==> config.mk <==
export PLATFORM = sky130hd
export DESIGN_NAME = doodle_game_ctrl_flat
export DESIGN_NICKNAME = d
export VERILOG_FILES = /design/src/rtl/doodle_game_ctrl_pkg.sv /design/src/rtl/doodle_game_ctrl_if.sv /design/src/rtl/doodle_game_ctrl_gap_fifo.sv /design/src/rtl/doodle_game_ctrl.sv /design/src/flat_wrapper.sv
export SDC_FILE = /design/constraint.sdc
export NUM_CORES = 1
export LEC_CHECK = 0
export BUFFER_PORTS_ARGS = -buffer_cell sky130_fd_sc_hd__buf_2
export CAP_MARGIN = 20
export CORE_AREA = 4 4 100 102
export DETAILED_ROUTE_END_ITERATION = 16
export DIE_AREA = 0 0 104 106
export GPL_ROUTABILITY_DRIVEN = 0
export PLACE_DENSITY = 0.75
export SETUP_SLACK_MARGIN = 0.05
export SLEW_MARGIN = 20
export SYNTH_ARGS = -nofsm -noshare
export SYNTH_HDL_FRONTEND = slang
export SYNTH_SLANG_ARGS = --single-unit
==> constraint.sdc <==
create_clock -name Clk -period 3.7 [get_ports Clk]
set_input_delay 0.185 -clock Clk [delete_from_list [all_inputs] [get_ports Clk]]
set_output_delay 0.185 -clock Clk [all_outputs]
set_load 0.03 [all_outputs]
==> src/rtl/doodle_game_ctrl_pkg.sv <==
// Shared types and constants for the doodle-jump game controller and its jumper handshake.
package doodle_pkg;

   typedef enum logic [5:0] {
      ST_UNK    = 6'b000000,
      ST_IDLE   = 6'b000001,
      ST_LAUNCH = 6'b000010,
      ST_AIR    = 6'b000100,
      ST_JUDGE  = 6'b001000,
      ST_ACK    = 6'b010000,
      ST_OVER   = 6'b100000
   } ctrlState_t;

   // Jumper one-hot state, packed as {q_Done, q_Down, q_Up, q_I}
   localparam logic [3:0] JMP_I    = 4'b0001;
   localparam logic [3:0] JMP_UP   = 4'b0010;
   localparam logic [3:0] JMP_DOWN = 4'b0100;
   localparam logic [3:0] JMP_DONE = 4'b1000;

   localparam logic [7:0] JUMP_DEF      = 8'd40;
   localparam logic [7:0] GAP_MIN_DEF   = 8'd8;
   localparam logic [1:0] LIVES_DEF     = 2'd3;
   localparam logic [7:0] LFSR_SEED_DEF = 8'hA5;
   localparam logic [7:0] LFSR_TAPS     = 8'hB8;

   // Right-shifting Galois step for x^8+x^6+x^5+x^4+1; never reaches zero from a non-zero seed
   function automatic logic [7:0] lfsrNext(input logic [7:0] cur);
      return cur[0] ? ((cur >> 1) ^ LFSR_TAPS) : (cur >> 1);
   endfunction

   function automatic logic [7:0] gapFrom(input logic [7:0] lfsr, input logic [7:0] gapMin);
      return gapMin + {2'b00, lfsr[5:0]};
   endfunction

endpackage

==> src/rtl/doodle_game_ctrl_if.sv <==
// Start/Ack handshake and state/height feedback between the game controller and the jumper core.
interface doodle_game_ctrl_if;

   logic       Start;
   logic       Ack;
   logic [7:0] Jin;
   logic       q_I;
   logic       q_Up;
   logic       q_Down;
   logic       q_Done;
   logic [7:0] Curr;

   modport master (
      output Start, Ack, Jin,
      input  q_I, q_Up, q_Down, q_Done, Curr
   );

   modport slave (
      input  Start, Ack, Jin,
      output q_I, q_Up, q_Down, q_Done, Curr
   );

endinterface

==> src/rtl/doodle_game_ctrl_gap_fifo.sv <==
// Synchronous 8-bit queue of platform gaps; push+pop in one cycle is allowed whenever it is not empty.
module doodle_gap_fifo #(
   parameter int unsigned FIFO_DEPTH = 4
) (
   input  logic       Clk,
   input  logic       Reset,
   input  logic       push,
   input  logic       pop,
   input  logic       flush,
   input  logic [7:0] din,
   output logic [7:0] dout,
   output logic       full,
   output logic       empty
);

   localparam int unsigned AW = (FIFO_DEPTH > 2) ? $clog2(FIFO_DEPTH) : 1;
   localparam logic [AW:0] DEPTH_V = (AW+1)'(FIFO_DEPTH);

   logic [7:0]  mem_q [FIFO_DEPTH];
   logic [AW:0] wrPtr_q, wrPtr_d;
   logic [AW:0] rdPtr_q, rdPtr_d;
   logic [AW:0] count;
   logic        doPush, doPop;

   assign count = wrPtr_q - rdPtr_q;
   assign full  = (count == DEPTH_V);
   assign empty = (count == '0);
   assign dout  = mem_q[rdPtr_q[AW-1:0]];

   // A full queue may still accept a push when the head leaves in the same cycle
   always_comb begin
      doPop   = pop && !empty && !flush;
      doPush  = push && !flush && (!full || doPop);
      wrPtr_d = flush ? '0 : wrPtr_q + (AW+1)'(doPush);
      rdPtr_d = flush ? '0 : rdPtr_q + (AW+1)'(doPop);
   end

   always_ff @(posedge Clk or posedge Reset) begin
      if (Reset) begin
         wrPtr_q <= '0;
         rdPtr_q <= '0;
      end else begin
         wrPtr_q <= wrPtr_d;
         rdPtr_q <= rdPtr_d;
      end
   end

   always_ff @(posedge Clk) begin
      if (doPush) begin
         mem_q[wrPtr_q[AW-1:0]] <= din;
      end
   end

endmodule

==> src/rtl/doodle_game_ctrl.sv <==
// Game controller: launches jumps, judges landings against LFSR platform gaps, tracks score/level/lives.
// Optional watchdog forcing a miss on a stuck jumper is enabled by defining DOODLE_WATCHDOG_EN.
module doodle_game_ctrl
   import doodle_pkg::*;
#(
`ifdef DOODLE_WATCHDOG_EN
   parameter int unsigned WD_CYCLES  = 1024,
`endif
   parameter logic [7:0]  JUMP       = JUMP_DEF,
   parameter logic [1:0]  LIVES      = LIVES_DEF,
   parameter int unsigned FIFO_DEPTH = 4,
   parameter logic [7:0]  LFSR_SEED  = LFSR_SEED_DEF,
   parameter logic [7:0]  GAP_MIN    = GAP_MIN_DEF
) (
   input  logic                Clk,
   input  logic                Reset,
`ifdef DOODLE_WATCHDOG_EN
   output logic                WdTrip,
`endif
   input  logic                BtnStart,
   input  logic                BtnAck,
   doodle_game_ctrl_if.master  jmp,
   output logic [7:0]          Platform,
   output logic [15:0]         TotalScore,
   output logic [7:0]          Level,
   output logic [1:0]          Lives,
   output logic                q_Idle,
   output logic                q_Launch,
   output logic                q_Air,
   output logic                q_Judge,
   output logic                q_Ack,
   output logic                q_Over
);

   ctrlState_t  state_q, state_d;
   logic [7:0]  peak_q, peak_d;
   logic [15:0] score_q, score_d;
   logic [7:0]  level_q, level_d;
   logic [1:0]  lives_q, lives_d;
   logic        overPend_q, overPend_d;
   logic [7:0]  lfsr_q;

   logic [3:0]  jmpVec;
   logic        jmpI, jmpAir, jmpDone;
   logic        fifoPush, fifoPop, fifoFlush, fifoFull, fifoEmpty;
   logic [7:0]  fifoDout, head, newGap;
   logic        hit;
   logic [16:0] scoreSum;
   logic        wdFire;

`ifdef DOODLE_WATCHDOG_EN
   localparam logic [9:0] WD_LAST = 10'(WD_CYCLES - 1);
   logic [9:0] wdCnt_q, wdCnt_d;
   logic       wdTrip_q, wdTrip_d;
   assign wdFire = ((state_q == ST_LAUNCH) || (state_q == ST_AIR)) && (wdCnt_q == WD_LAST);
`else
   assign wdFire = 1'b0;
`endif

   // Any jumper state that is not exactly one-hot decodes to nothing and holds the controller
   assign jmpVec  = {jmp.q_Done, jmp.q_Down, jmp.q_Up, jmp.q_I};
   assign jmpI    = (jmpVec == JMP_I);
   assign jmpAir  = (jmpVec == JMP_UP) || (jmpVec == JMP_DOWN);
   assign jmpDone = (jmpVec == JMP_DONE);

   assign newGap   = gapFrom(lfsr_q, GAP_MIN);
   assign head     = fifoEmpty ? 8'd0 : fifoDout;
   assign hit      = (peak_q >= head);
   assign scoreSum = {1'b0, score_q} + {9'd0, head};

   doodle_gap_fifo #(
      .FIFO_DEPTH (FIFO_DEPTH)
   ) uGapFifo (
      .Clk   (Clk),
      .Reset (Reset),
      .push  (fifoPush),
      .pop   (fifoPop),
      .flush (fifoFlush),
      .din   (newGap),
      .dout  (fifoDout),
      .full  (fifoFull),
      .empty (fifoEmpty)
   );

   always_ff @(posedge Clk or posedge Reset) begin
      if (Reset) begin
         lfsr_q <= LFSR_SEED;
      end else begin
         lfsr_q <= lfsrNext(lfsr_q);
      end
   end

   always_ff @(posedge Clk or posedge Reset) begin
      if (Reset) begin
         state_q <= ST_IDLE;
      end else begin
         state_q <= state_d;
      end
   end

   always_comb begin
      state_d = state_q;
      case (state_q)
         ST_IDLE:   if (BtnStart && fifoFull) state_d = ST_LAUNCH;
         ST_LAUNCH: if (jmpAir) state_d = ST_AIR;
         ST_AIR:    if (jmpDone) state_d = ST_JUDGE;
         ST_JUDGE:  state_d = ST_ACK;
         ST_ACK:    if (jmpI) state_d = overPend_q ? ST_OVER : ST_LAUNCH;
         ST_OVER:   if (BtnAck) state_d = ST_IDLE;
         default:   state_d = ST_IDLE;
      endcase
      if (wdFire) begin
         state_d = ST_JUDGE;
      end
   end

   // Refill runs every cycle; a hit pops and refills together so the queue stays full
   always_comb begin
      peak_d     = peak_q;
      score_d    = score_q;
      level_d    = level_q;
      lives_d    = lives_q;
      overPend_d = overPend_q;
      fifoPop    = 1'b0;
      fifoFlush  = 1'b0;
      case (state_q)
         ST_LAUNCH: peak_d = 8'd0;
         ST_AIR: begin
            if (jmpAir && (jmp.Curr > peak_q)) begin
               peak_d = jmp.Curr;
            end
         end
         ST_JUDGE: begin
            if (hit) begin
               fifoPop = 1'b1;
               score_d = scoreSum[16] ? 16'hFFFF : scoreSum[15:0];
               level_d = (level_q == 8'hFF) ? 8'hFF : level_q + 8'd1;
            end else begin
               lives_d = (lives_q != 2'd0) ? lives_q - 2'd1 : 2'd0;
               if (lives_q <= 2'd1) begin
                  overPend_d = 1'b1;
               end
            end
         end
         ST_OVER: begin
            if (BtnAck) begin
               fifoFlush  = 1'b1;
               score_d    = 16'd0;
               level_d    = 8'd0;
               lives_d    = LIVES;
               overPend_d = 1'b0;
            end
         end
         default: ;
      endcase
      if (wdFire) begin
         peak_d = 8'd0;
      end
      fifoPush = !fifoFull || fifoPop;
   end

   always_ff @(posedge Clk or posedge Reset) begin
      if (Reset) begin
         peak_q     <= 8'd0;
         score_q    <= 16'd0;
         level_q    <= 8'd0;
         lives_q    <= LIVES;
         overPend_q <= 1'b0;
      end else begin
         peak_q     <= peak_d;
         score_q    <= score_d;
         level_q    <= level_d;
         lives_q    <= lives_d;
         overPend_q <= overPend_d;
      end
   end

   always_comb begin
      jmp.Start  = (state_q == ST_LAUNCH);
      jmp.Ack    = (state_q == ST_ACK);
      jmp.Jin    = JUMP;
      q_Idle     = (state_q == ST_IDLE);
      q_Launch   = (state_q == ST_LAUNCH);
      q_Air      = (state_q == ST_AIR);
      q_Judge    = (state_q == ST_JUDGE);
      q_Ack      = (state_q == ST_ACK);
      q_Over     = (state_q == ST_OVER);
      Platform   = head;
      TotalScore = score_q;
      Level      = level_q;
      Lives      = lives_q;
   end

`ifdef DOODLE_WATCHDOG_EN
   // Count time spent waiting on the jumper; restart whenever the state changes
   always_comb begin
      wdCnt_d  = wdCnt_q;
      wdTrip_d = wdTrip_q;
      if (state_d != state_q) begin
         wdCnt_d = 10'd0;
      end else if ((state_q == ST_LAUNCH) || (state_q == ST_AIR)) begin
         wdCnt_d = wdCnt_q + 10'd1;
      end
      if (wdFire) begin
         wdTrip_d = 1'b1;
      end else if ((state_q == ST_OVER) && BtnAck) begin
         wdTrip_d = 1'b0;
      end
   end

   always_ff @(posedge Clk or posedge Reset) begin
      if (Reset) begin
         wdCnt_q  <= 10'd0;
         wdTrip_q <= 1'b0;
      end else begin
         wdCnt_q  <= wdCnt_d;
         wdTrip_q <= wdTrip_d;
      end
   end

   assign WdTrip = wdTrip_q;
`endif

endmodule

==> src/flat_wrapper.sv <==
// flat-port wrapper written by rule: the top's interface ports become plain ports
module doodle_game_ctrl_flat import doodle_pkg::*;
#(

   parameter logic [7:0]  JUMP       = JUMP_DEF,
   parameter logic [1:0]  LIVES      = LIVES_DEF,
   parameter int unsigned FIFO_DEPTH = 4,
   parameter logic [7:0]  LFSR_SEED  = LFSR_SEED_DEF,
   parameter logic [7:0]  GAP_MIN    = GAP_MIN_DEF
)
  (Clk, Reset, BtnStart, BtnAck, Platform, TotalScore, Level, Lives, q_Idle, q_Launch, q_Air, q_Judge, q_Ack, q_Over, jmp_Start, jmp_Ack, jmp_Jin, jmp_q_I, jmp_q_Up, jmp_q_Down, jmp_q_Done, jmp_Curr);
  doodle_game_ctrl_if jmp_i ();
  input  logic Clk;
  input  logic Reset;
  input  logic BtnStart;
  input  logic BtnAck;
  output logic [7:0] Platform;
  output logic [15:0] TotalScore;
  output logic [7:0] Level;
  output logic [1:0] Lives;
  output logic q_Idle;
  output logic q_Launch;
  output logic q_Air;
  output logic q_Judge;
  output logic q_Ack;
  output logic q_Over;
  output wire logic [$bits(jmp_i.Start)-1:0] jmp_Start;
  output wire logic [$bits(jmp_i.Ack)-1:0] jmp_Ack;
  output wire logic [$bits(jmp_i.Jin)-1:0] jmp_Jin;
  input wire logic [$bits(jmp_i.q_I)-1:0] jmp_q_I;
  input wire logic [$bits(jmp_i.q_Up)-1:0] jmp_q_Up;
  input wire logic [$bits(jmp_i.q_Down)-1:0] jmp_q_Down;
  input wire logic [$bits(jmp_i.q_Done)-1:0] jmp_q_Done;
  input wire logic [$bits(jmp_i.Curr)-1:0] jmp_Curr;
  assign jmp_Start = jmp_i.Start;
  assign jmp_Ack = jmp_i.Ack;
  assign jmp_Jin = jmp_i.Jin;
  assign jmp_i.q_I = jmp_q_I;
  assign jmp_i.q_Up = jmp_q_Up;
  assign jmp_i.q_Down = jmp_q_Down;
  assign jmp_i.q_Done = jmp_q_Done;
  assign jmp_i.Curr = jmp_Curr;
  doodle_game_ctrl #(.JUMP(JUMP), .LIVES(LIVES), .FIFO_DEPTH(FIFO_DEPTH), .LFSR_SEED(LFSR_SEED), .GAP_MIN(GAP_MIN)) u_core (.Clk(Clk), .Reset(Reset), .BtnStart(BtnStart), .BtnAck(BtnAck), .jmp(jmp_i), .Platform(Platform), .TotalScore(TotalScore), .Level(Level), .Lives(Lives), .q_Idle(q_Idle), .q_Launch(q_Launch), .q_Air(q_Air), .q_Judge(q_Judge), .q_Ack(q_Ack), .q_Over(q_Over));
endmodule
==> qor.csv <==
stage,metric,value,unit
power,p_comb_share,44.4,%
clocking,clock_sinks,83,
cells_and_area,drive_gt1_share,22.6,%
power,clkPwrFrac,18.4,%
critical_path,required,3.93,ns
clocking,clock_latency,0.36,ns
logic_synthesis,synth_seq_area_share,47.8,%
placement,pre_cts_ws,0.0716,ns
cells_and_area,fin_area,5310,um^2
run_status,outcome,finished clean,
sta,fin_worst_skew,0.0120,ns
sta,drv_slew,0,
logic_synthesis,synth_area,4660,um^2
routing,avgViaCountPerCell,5.84,
power,powerDensity,689,nW/um^2
clocking,cts_tree,done,
routing,drc,0,
critical_path,start_kind,register,
power,p_sw,1.51,mW
critical_path,reg2reg_depth,17,
cells_and_area,area_delta_synth_final,14.1,%
power,ir_drop,0.287,mV
routing,top_layer,met4,
logic_synthesis,synthArstFlopShare,66.3,%
clocking,cts_buffers,9,
floorplan,ioPinCount,66,
floorplan,die_y,106,um
floorplan,die_area,11000,um^2
routing,antenna_left,0,
sta,setup_ws,0.284,ns
grt,grt_pass1_vias,3598,
critical_path,cp.depth,17,
sta,hold_viol,0,
sta,fmax,0.293,GHz
logic_synthesis,synth_seq_cells,83,
worst_hold_path,min_path_type,in2reg,
logic_synthesis,synth_area_per_cell,10.7,um^2
floorplan,coreArea,9110,um^2
critical_path,crit_fanout,8,
floorplan,num_rows,35,
sta,worstMarginPinSlew,0.987,ns
floorplan,die_x,104,um
grt,grt_overflow,0,
clocking,clockBufferDepth,2,
critical_path,max_stage_delay,0.41,ns
critical_path,path_buf_inv,2,
clocking,clk_pin_slew,0.08,ns
critical_path,cpLargestDelayFamily,simple AND/OR/NAND/NOR gates,
clocking,cts_root_buffer,clkbuf_8,
routing,wl_met1,4450,um
power,seq_power_share,37.2,%
routing,first_pass_iters,4,
sta,setup_viol,0,
cells_and_area,finalNetCount,546,
logic_synthesis,postSynthCellCount,436,
routing,dr_total_vias,3590,
cells_and_area,fillerInstances,778,
grt,grt_max_degree,37,
grt,grt_pass1_wl,17700,um
cells_and_area,antenna_cells,0,
placement,post-dp-hpwl,7790,um
sta,grt_setup_unrepaired,false,
critical_path,path_cells,inv_1 -> ha_1 -> nor2b_1 -> xnor2_1 -> or2_4 -> and2_4 -> ha_1 -> nand2b_1 -> a2111oi_4 -> o21ai_2 -> a21boi_2 -> buf_4 -> nor2_1 -> ha_1 -> ha_1 -> xnor2_1 -> nor2_1,
routing,first_iter_violations,162,
floorplan,initial_core_util,51.1,%
sta,tns,0,ns
clocking,htree_levels,3,
critical_path,cp-end-kind,register,
routing,post_drt_wl_per_cell,17.1,um
worst_hold_path,holdPathStages,2,
critical_path,path_class,reg2reg,
sta,slew_headroom,33.9,%
cells_and_area,post-route-util,58.3,%
grt,grt_usage,19.9,%
power,switching_share,41.3,%
logic_synthesis,ys_types,67,
routing,totalWireLength,10500,um
power,p_leak,2.53,nW
routing,met2_length,5270,um
logic_synthesis,synth_edf_count,28,
routing,wl_met3,502,um
sta,min_period,3.42,ns
sta,post-route-period-util,92.3,%
power,intPower,2.15,mW
critical_path,critical_path.most_common_cell,ha_1,
flow_run,maxCapViolCount,0,
grt,antenna_found_initial,0,
critical_path,cpMaxStageDelayCell,dfrtp_2,
logic_synthesis,ys.flop_type,dfrtp_1,
logic_synthesis,yosysWarnings,0,
placement,port_buffers,56,
critical_path,critPathArrivalTime,3.65,ns
placement,postPlaceCellArea,5080,um^2
-- flip-flops by register name, summed over array words and instances (netlist names) --
signal	flops
u_core.TotalScore	16
u_core.uGapFifo.wrPtr_q	3
u_core.lfsr_q	8
u_core.peak_q	8
u_core.overPend_q	1
u_core.uGapFifo.rdPtr_q	3
u_core.state_q	6
u_core.uGapFifo.mem_q	28
u_core.Level	8
u_core.Lives	2
-- cell usage in the layout, fill, tap and decap left out, drive strengths merged, types with 11 or more instances in the layout --
master,n
buf,69
dfrtp,48
inv,46
nand2,34
ha,30
edfxtp,28
o21ai,18
o211ai,16
mux2i,14
nor2,11
-- timing repair --
| item | 4_1_cts | 5_1_grt |
|---|---|---|
| pin swaps | 0 | 2 |
| resized for setup | 1 | 3 |
| setup endpoints to repair | 2 | 12 |
| hold buffers | 1 | 0 |
| endpoints found under the hold margin | 15 | 0 |
| buffers inserted | 0 | 1 |
-- worst paths after layout --
path | from | end | slack [ns]
max | u_core.uGapFifo.wrPtr_q[0] | u_core.uGapFifo.wrPtr_q[2] | 0.28
min | BtnStart | u_core.state_q[0] | 0.03
max reg2reg | u_core.uGapFifo.wrPtr_q[0] | u_core.uGapFifo.wrPtr_q[2] | 0.28
min reg2reg | u_core.lfsr_q[7] | u_core.lfsr_q[6] | 0.40
max in group asynchronous | Reset | u_core.Lives[1] | 2.49
min in group asynchronous | Reset | u_core.peak_q[7] | 0.36
-- power by group through the flow --
| stage | clock (mW) | combinational (mW) | sequential [mW] |
|---|---|---|---|
| after floorplan | 0 | 1.07 | 1.41 |
| after global placement | 0 | 1.52 | 1.37 |
| after detailed placement | 0 | 1.57 | 1.38 |
| after CTS | 0.688 | 1.59 | 1.36 |
| after global routing | 0.730 | 1.80 | 1.39 |
| final | 0.673 | 1.62 | 1.36 |
-- cell type report --
type | instances | area, um^2 | share of cell area (%)
flip-flops and latches | 83 | 2230 | 41.9
multi-input cells | 292 | 2200 | 41.4
repair buffers | 70 | 388 | 7.30
inverters | 43 | 161 | 3.04
well taps | 111 | 139 | 2.61
clock buffers | 10 | 128 | 2.40
clock inverters | 6 | 72.6 | 1.37
-- cells in the mapped netlist, types with 2 or more instances --
library cell / n / share of area, %
nor4b_1: 5 / 0.94
xor2_1: 5 / 0.94
and4_1: 4 / 0.75
a22o_1: 9 / 1.7
o31a_1: 2 / 0.38
o221ai_1: 5 / 0.94
o21ai_1: 2 / 0.21
a31oi_1: 3 / 0.40
nor2_1: 11 / 0.89
buf_2: 3 / 0.32
a211oi_1: 2 / 0.32
a221o_1: 3 / 0.64
clkbuf_1: 9 / 0.73
edfxtp_1: 28 / 18
o21ai_0: 16 / 1.7
and2_1: 9 / 1.2
mux2i_1: 14 / 3.0
nand4_1: 10 / 1.3
or2_2: 4 / 0.54
o41ai_1: 2 / 0.38
or4_1: 2 / 0.32
mux2_2: 6 / 1.5
nand2b_1: 6 / 0.81
o31ai_1: 2 / 0.32
o211ai_1: 16 / 2.6
nor4_1: 4 / 0.54
buf_4: 11 / 1.8
dfstp_2: 7 / 3.9
nand2_1: 34 / 2.7
inv_1: 42 / 3.4
o311ai_0: 3 / 0.56
xnor2_1: 6 / 1.1
dfrtp_1: 48 / 26
ha_1: 30 / 8.1
conb_1: 2 / 0.16
o21a_1: 9 / 1.5
a21oi_1: 9 / 0.97
nor3_1: 5 / 0.54
buf_1: 2 / 0.16
nand3b_1: 2 / 0.32
and3_1: 5 / 0.67
o22ai_1: 4 / 0.54
a21o_1: 3 / 0.48
nand3_1: 5 / 0.54
nor2b_1: 5 / 0.67
-- cell families (layout without fill, tap and decap cells) --
| kind of cell | count (synthesis) | after routing | share of synthesized area (%) |
|---|---|---|---|
| and+or+nand+nor | 120 | 120 | 14.6 |
| AOI/OAI and AO/OA | 100 | 100 | 15.5 |
| DFF | 83 | 83 | 47.8 |
| buffers and inverters | 68 | 129 | 6.45 |
| adders and majority gates | 31 | 31 | 8.49 |
| muxes | 21 | 21 | 4.94 |
| xor gates and xnor gates | 11 | 11 | 2.07 |
| other | 2 | 9 | 0.161 |
-- stage by stage --
step / hold WS, ns / std cells / power (mW)
2_1_floorplan: 0.254 / 443 / 2.48
3_3_place_gp: 0.212 / 597 / 2.89
3_5_place_dp: 0.213 / 597 / 2.95
4_1_cts: 0.0183 / 614 / 3.64
5_1_grt: 0.0215 / 615 / 3.91
6_report: 0.0272 / 615 / 3.66
-- per-layer routing --
layer	track usage [%]	vias to the layer above
met4	7.31	0
met3	4.86	20
met5	0	-
met1	24.4	1773
met2	34.1	79
li1	-	1718
Note: power is estimated with default switching activity, not from simulation.
